### config.mk
export PLATFORM = sky130hd
export DESIGN_NAME = subtrator_serial_8bits
export DESIGN_NICKNAME = d
export VERILOG_FILES = /design/src/rtl/ula_pkg.sv /design/src/rtl/subtratorcompleto.sv /design/src/rtl/subtrator_serial_8bits.sv
export SDC_FILE = /design/constraint.sdc
export NUM_CORES = 1
export LEC_CHECK = 0
export BUFFER_PORTS_ARGS = -buffer_cell sky130_fd_sc_hd__buf_2
export CAP_MARGIN = 20
export CELL_PAD_IN_SITES_DETAIL_PLACEMENT = 0
export CELL_PAD_IN_SITES_GLOBAL_PLACEMENT = 1
export CORE_MARGIN = 3
export CORE_UTILIZATION = 35
export DETAILED_ROUTE_END_ITERATION = 10
export HOLD_SLACK_MARGIN = 0.15
export PLACE_DENSITY_LB_ADDON = 0.1
export SYNTH_ARGS = -nofsm -noshare
export SYNTH_HDL_FRONTEND = slang
export SYNTH_SLANG_ARGS = --single-unit
### constraint.sdc
create_clock -name clk -period 2.4 [get_ports clk]
set_clock_uncertainty 0.15 [all_clocks]
set_input_delay 0.24 -clock clk [delete_from_list [all_inputs] [get_ports clk]]
set_output_delay 0.24 -clock clk [all_outputs]
set_load 0.005 [all_outputs]
### src/rtl/ula_pkg.sv
// Shared ALU definitions: operand width, serial-subtractor state encoding and
// the bit positions of the {V, N, Z, Bout} flags in the ALU flag register.
// Latency: n/a (types and constants only). Backpressure: n/a.
package ula_pkg;

  localparam int WIDTH = 8;

  // Flag register layout consumed by the ALU flag logic.
  localparam int FLAG_W    = 4;
  localparam int FLAG_BOUT = 0;
  localparam int FLAG_Z    = 1;
  localparam int FLAG_N    = 2;
  localparam int FLAG_V    = 3;

  typedef enum logic [0:0] {
    IDLE = 1'b0,
    SUB  = 1'b1
  } state_t;

  // Place the individual flags at their fixed positions in the flag word.
  function automatic logic [FLAG_W-1:0] pack_flags(input logic v,
                                                   input logic n,
                                                   input logic z,
                                                   input logic bout);
    logic [FLAG_W-1:0] f;
    f            = '0;
    f[FLAG_V]    = v;
    f[FLAG_N]    = n;
    f[FLAG_Z]    = z;
    f[FLAG_BOUT] = bout;
    return f;
  endfunction

endpackage

### src/rtl/subtratorcompleto.sv
// One-bit full subtractor: d = a - b - bin, with borrow out.
// Latency: purely combinational. Backpressure: none.
// Ports: a (minuend bit), b (subtrahend bit), bin (borrow in) -> d (difference), bout (borrow out).
module subtratorcompleto (
  input  logic a,
  input  logic b,
  input  logic bin,
  output logic d,
  output logic bout
);

  assign d    = a ^ b ^ bin;
  // Borrow when b exceeds a, or when a == b and a borrow is already pending.
  assign bout = (~a & b) | (~(a ^ b) & bin);

endmodule

### src/rtl/subtrator_serial_8bits.sv
// Bit-serial subtractor S = A - B, LSB first, one bit per clock, plus ALU flags.
// Latency: 8 cycles from the accepting edge to S/flags valid with a one-cycle done pulse.
// Backpressure: start is only sampled in IDLE; requests while busy are dropped, not queued.
// Ports: clk, rst_n (sync, active-low), start, A, B in; S, Bout, Z, N, V, busy, done out.
module subtrator_serial_8bits
  import ula_pkg::*;
#(
  parameter int WIDTH = ula_pkg::WIDTH
) (
  input  logic             clk,
  input  logic             rst_n,
  input  logic             start,
  input  logic [WIDTH-1:0] A,
  input  logic [WIDTH-1:0] B,
  output logic [WIDTH-1:0] S,
  output logic             Bout,
  output logic             Z,
  output logic             N,
  output logic             V,
  output logic             busy,
  output logic             done
);

  localparam int              CNT_W    = (WIDTH > 1) ? $clog2(WIDTH) : 1;
  localparam logic [CNT_W-1:0] CNT_LAST = CNT_W'(WIDTH - 1);

  state_t            state_q;
  state_t            state_d;

  logic [WIDTH-1:0]  a_sh;
  logic [WIDTH-1:0]  b_sh;
  // Holds the WIDTH-1 bits already produced; the final bit goes straight to S.
  logic [WIDTH-2:0]  res_sh;
  logic [WIDTH-1:0]  res_next;
  logic [CNT_W-1:0]  cnt_q;
  logic              br_q;
  logic              a_msb_q;
  logic              b_msb_q;
  logic              d_bit;
  logic              br_next;
  logic              accept;
  logic              last;
  logic              done_q;
  logic [FLAG_W-1:0] flag_q;
  logic [FLAG_W-1:0] flag_d;

  assign accept = (state_q == IDLE) && start;
  assign last   = (state_q == SUB) && (cnt_q == CNT_LAST);

  // Single shared full subtractor working on the current LSBs.
  subtratorcompleto u_fs (
    .a    (a_sh[0]),
    .b    (b_sh[0]),
    .bin  (br_q),
    .d    (d_bit),
    .bout (br_next)
  );

  assign res_next = {d_bit, res_sh};

  // V uses the MSB copies latched at acceptance, since A/B may change later
  // and the shift registers no longer hold the sign bits by the last cycle.
  assign flag_d = pack_flags((a_msb_q ^ b_msb_q) & (a_msb_q ^ res_next[WIDTH-1]),
                             res_next[WIDTH-1],
                             (res_next == '0),
                             br_next);

  // ---------------------------------------------------------------- FSM
  always_ff @(posedge clk) begin
    if (!rst_n) begin
      state_q <= IDLE;
    end else begin
      state_q <= state_d;
    end
  end

  always_comb begin
    state_d = state_q;
    case (state_q)
      IDLE:    if (start) state_d = SUB;
      SUB:     if (cnt_q == CNT_LAST) state_d = IDLE;
      default: state_d = IDLE;
    endcase
  end

  always_comb begin
    busy = (state_q == SUB);
    done = done_q;
  end

  // ---------------------------------------------------------------- datapath
  always_ff @(posedge clk) begin
    if (!rst_n) begin
      a_sh    <= '0;
      b_sh    <= '0;
      res_sh  <= '0;
      cnt_q   <= '0;
      br_q    <= 1'b0;
      a_msb_q <= 1'b0;
      b_msb_q <= 1'b0;
    end else if (accept) begin
      a_sh    <= A;
      b_sh    <= B;
      res_sh  <= '0;
      cnt_q   <= '0;
      br_q    <= 1'b0;
      a_msb_q <= A[WIDTH-1];
      b_msb_q <= B[WIDTH-1];
    end else if (state_q == SUB) begin
      a_sh   <= {1'b0, a_sh[WIDTH-1:1]};
      b_sh   <= {1'b0, b_sh[WIDTH-1:1]};
      res_sh <= res_next[WIDTH-1:1];
      br_q   <= br_next;
      cnt_q  <= cnt_q + CNT_W'(1);
    end
  end

  // ---------------------------------------------------------------- outputs
  // Result and flags only change on completion and otherwise hold.
  always_ff @(posedge clk) begin
    if (!rst_n) begin
      S      <= '0;
      flag_q <= '0;
      done_q <= 1'b0;
    end else begin
      done_q <= last;
      if (last) begin
        S      <= res_next;
        flag_q <= flag_d;
      end
    end
  end

  assign Bout = flag_q[FLAG_BOUT];
  assign Z    = flag_q[FLAG_Z];
  assign N    = flag_q[FLAG_N];
  assign V    = flag_q[FLAG_V];

endmodule

== Word level (Yosys, flattened, before mapping) ==
Cells that the tools add are included.

* Output and inout bits: 14
* Bits in latches: 0
* Bits in read-only memories: 0
* Memories: 0
* Bits in writable memories: 0
* Register bits: 43

* Reductions and logical operators: 5
* $mul: 0
* $add $sub $neg: 1
* Shift operators: 0
* Bitwise operators: 12
* Order comparisons: 0
* Eq/ne operators: 1
* Divide/modulo/power cells: 0
* Mux-type cells: 7

{| class="wikitable"
|+ Operators with widths
! cell !! number
|-
| 8-bit 2-to-1 mux || 4
|-
| 8-bit zero test || 1
|-
| 1-bit inverter || 4
|-
| 1-bit XOR || 4
|-
| 3-bit by 1-bit adder with 3-bit output, second input constant || 1
|-
| 1-bit AND || 3
|-
| 3-bit equality test, second input constant || 1
|-
| 1-bit logical AND || 2
|-
| 1-bit 2-to-1 mux || 2
|-
| 1-bit one-hot mux with 2 select lines || 1
|-
| 2-bit nonzero test || 1
|-
| 2-bit OR reduction || 1
|-
| 1-bit OR || 1
|}

== Depth between registers and ports, before layout ==
* Depth after elaboration: 4
* Depth in mapped cells: 6
* Gate-level depth less buffers: 5

== Cells and area by module ==
Synthesis repeated with hierarchy kept, for this count alone.

* Cells, all modules: 192
* Area total of the unflattened synthesis: 1809.2 sq um

{| class="wikitable"
|+ By module, submodules not included
! module !! cells an instance !! instances !! area each (sq um)
|-
| subtrator_serial_8bits || 188 || 1 || 1778.0
|-
| subtratorcompleto || 4 || 1 || 31.3
|}

== Worst setup path before layout ==
OpenSTA, ideal clock, no wires.

* Path kind: flip-flop to flip-flop
* From: register b_sh[0]
* To: register flag_q[1]
* Path slack: 0.882 ns
* Stages on the path, launching flop included: 6
* Arrival time: 1.309 ns
* Clock period less this slack: 1.518 ns
* Setup time: 0.059 ns
* Cells stage by stage: dfxtp_1 -> inv_1 -> fa_1 -> nor4_1 -> nand3_1 -> nand2_1

* Cells in the longest elaborated chain, start to end: 3

{| class="wikitable"
|+ RTL lines
! element !! line !! RTL
|-
| start: declaration || subtrator_serial_8bits.sv:31 || <nowiki>logic [WIDTH-1:0] b_sh;</nowiki>
|-
| start signal: assignment || subtrator_serial_8bits.sv:111 || <nowiki>b_sh <= {1'b0, b_sh[WIDTH-1:1]};</nowiki>
|-
| 1-bit XOR (2 in a row) || subtratorcompleto.sv:12 || <nowiki>assign d = a ^ b ^ bin;</nowiki>
|-
| net d_bit || subtrator_serial_8bits.sv:39 || <nowiki>logic d_bit;</nowiki>
|-
| 8-bit zero test || subtrator_serial_8bits.sv:65 || <nowiki>(res_next == '0),</nowiki>
|-
| end signal: assignment || subtrator_serial_8bits.sv:129 || <nowiki>flag_q <= flag_d;</nowiki>
|-
| end: declaration || subtrator_serial_8bits.sv:44 || <nowiki>logic [FLAG_W-1:0] flag_q;</nowiki>
|}

The timed path passes the listed nets, and every way through them passes these cells.
A chain may end at the register's enable or synchronous reset.

== Final worst setup path ==
Ends and elaborated chain as after synthesis.

==> flow_metrics.py <==
metrics = {
    "critical_path": {
        "cp_cell_sequence": "inv_1 > fa_1 > nor4_1 > nand3_1 > nand2_1",
        "path_class": "reg -> reg",
        "endpoint_kind": "flip-flop",
        "path_delay_family": "adder cells",
        "cpMaxStageDelayCell": "fa_1",
        "crit_path_max_incr_delay_ps": 540,
        "reg2reg_slack_ps": 790,
        "crit_fanout": 5,
        "start_kind": "flip-flop",
        "cp_num_buf_inv": 1,
        "cp.required_ps": 2490,
        "crit_arrival_ps": 1690,
    },
    "synthesis": {
        "syn_nets": 215,
        "synth_edf_count": 0,
        "syn_avg_cell_area_um2": 9.28,
        "syn_inst": 193,
        "synth_seq_area_share": 0.470,
        "ys.flop_type": "dfxtp_1",
        "ys_seq_elements": 42,
        "synth_warnings": 0,
        "syn_area_mm2": 0.00179,
        "ys_types": 28,
        "async_flop_share": 0,
    },
    "clock_network": {
        "cts_tree": "yes",
        "cts.sinks": 42,
        "h-tree-depth": 2,
        "ctsResizeCount": 0,
        "cts_max_path_buffers": 2,
        "clk_pin_slew_ps": 80,
        "clkLatencyLatePin_ps": 290,
        "cts_made_buffers": 5,
        "clockRootBuffer": "clkbuf_8",
    },
    "placed_design": {
        "place.gp.congestion": 0.789,
        "place_hpwl_mm": 2.32,
        "place_inst": 281,
        "postPlaceCellArea_mm2": 0.00195,
        "portBuffers": 32,
    },
    "drt": {
        "wire_per_inst_um": 11.2,
        "drc": 0,
        "dr_total_vias": 1322,
        "drt-total-wl_mm": 3.26,
        "ant_nets": 0,
        "vias_per_cell": 4.54,
        "drtPass1Iterations": 4,
        "drtIter0Drc": 62,
    },
    "timing": {
        "tightest_slew_ps": 508,
        "relSlewSlack": 0.662,
        "tns_ps": 0,
        "fin_crit_sh": 0.670,
        "report.final.slew_viol_count": 0,
        "rsz0062_at_grt": "false",
        "finalSetupViolCount": 0,
        "fin_crit_ps": 1610,
        "final-hold-violation-count": 0,
        "max_freq_mhz": 622,
    },
    "min_path": {
        "hp-class": "in -> reg",
    },
    "final_layout": {
        "fillerInstances": 502,
        "syn_to_final_growth_pct": 16.3,
        "regArea_um2": 841,
        "final_cell_count_no_fill": 291,
        "drive_above_1_share": 0.192,
        "stdcell_area_mm2": 0.00208,
        "multiInputGateArea_um2": 845,
        "finalNetCount": 245,
        "antenna_cells": 0,
    },
    "global_route": {
        "grt_pass1_wl_mm": 5.78,
        "grt_pass1_vias": 1249,
        "antenna_found_initial": 0,
        "grt_max_degree": 35,
        "grt_overflow": 0,
        "grt_usage": 0.119,
    },
    "power_and_ir_drop": {
        "sw_frac_of_total": 0.222,
        "p_int_mw": 1.08,
        "p_comb_frac": 0.099,
        "power.share.clock": 0.370,
        "power_density_mw_per_mm2": 666,
        "p_sw_mw": 0.307,
        "seq_power_share": 0.530,
        "ir_drop_mv": 0.290,
        "total_leakage_power_nw": 0.910,
    },
    "die": {
        "ioPinCount": 33,
        "fp.dieW_um": 77.5,
        "start_util": 0.369,
        "core_mm2": 0.00485,
        "die_h_um": 77.5,
        "die_area_mm2": 0.00601,
        "fp-row-count": 25,
    },
    "run_status": {
        "status": "finished clean",
    },
    "run": {
        "cap_viol_max_count": 0,
    },
}
==> area by class of cell <==
type | instances | share of cell area
clock buffer | 8 | 0.0529
inverter | 2 | 0.00361
multi-input combinational | 136 | 0.406
sequential | 42 | 0.404
tap | 67 | 0.0403
timing repair buffer | 36 | 0.0937
==> path summary, 6_finish.rpt <==
path,startpoint,to,depth (start not counted)
max,b_sh[0]$_SDFFE_PN0P_,flag_q[1]$_SDFFE_PN0P_,5
min,A[0],a_sh[0]$_SDFFE_PN0P_,4
max reg2reg,b_sh[0]$_SDFFE_PN0P_,flag_q[1]$_SDFFE_PN0P_,5
min reg2reg,S[3]$_SDFFE_PN0P_,S[3]$_SDFFE_PN0P_,2
==> sequential cells by signal, indices dropped and copies added (netlist names) <==
signal and count:
br_q 1, S 7, a_sh 8, b_msb_q 1, cnt_q 3, a_msb_q 1
done 1, b_sh 8, res_sh 7, busy 1, flag_q 4
==> cell usage after synthesis, types with 3 or more instances <==
cell / number / share of area
a21boi_1: 8 / 0.034
o21ai_1: 7 / 0.020
buf_4: 3 / 0.013
nor2_1: 14 / 0.029
buf_2: 5 / 0.014
a21boi_0: 3 / 0.013
mux2i_1: 25 / 0.14
nand2b_1: 3 / 0.010
and2_1: 14 / 0.049
nand2_1: 38 / 0.080
dfxtp_1: 42 / 0.47
o21ai_0: 8 / 0.022
==> power groups by stage <==
stage	Clock [mW]	Sequential, mW	Combinational (mW)
CTS	0.535	0.735	0.140
global placement	0	0.751	0.134
floorplan	0	0.748	0.112
global route	0.568	0.738	0.156
detailed placement	0	0.752	0.137
finish	0.514	0.735	0.138
==> cell usage in the layout, fill, tap and decap left out, types with 3 or more instances in the layout <==
cell / instances
mux2i_1: 25
clkbuf_8: 8
dfxtp_1: 42
and2_1: 14
o21ai_0: 8
nand2_1: 38
a21boi_0: 3
nor2_1: 14
a21boi_1: 8
nand2b_1: 3
buf_2: 32
o21ai_1: 7
==> per-stage QoR <==
| step | util | setup WS (ps) | power [mW] | hold WS, ps |
|---|---|---|---|---|
| after floorplan | - | 882 | 0.860 | 225 |
| after global placement | 0.403 | 827 | 0.885 | 292 |
| after detailed placement | 0.403 | 775 | 0.889 | 294 |
| after CTS | 0.429 | 769 | 1.41 | 166 |
| after global routing | 0.429 | 627 | 1.46 | 173 |
| final | 0.429 | 793 | 1.39 | 181 |
==> metal layers <==
metal  routed length [um]  global-route usage  vias up
met5                    0                   0        -
met4                   46              0.0427        0
met3                  169              0.0441        6
met2                 1410               0.180       26
met1                 1640               0.155      593
li1                     -                   -      697
==> worst register-to-register path, cell delays in order (launching register included) <==
cell     delay (ps)
dfxtp_1         330
inv_1            60
fa_1            540
nor4_1          300
nand3_1         100
nand2_1          80
==> cells by family (layout without fill, tap and decap cells) <==
kind of cell	count (synthesis)	after routing	synth area share
multiplexers	25	25	0.140
XOR/XNOR	1	1	0.00489
AND/OR/NAND/NOR	77	77	0.198
AO/OA/AOI/OAI	30	30	0.103
flip-flops	42	42	0.470
buffers and inverters	15	46	0.0587
adder cells (fa/ha/maj)	3	3	0.0252
==> what timing repair did <==
action / CTS / global route
endpoints found under the hold margin: 4 / 0
setup buffers: 0 / 0
setup endpoints to repair: 0 / 0
hold buffers: 2 / 0
No activity file was read; power rests on OpenSTA's default activity.
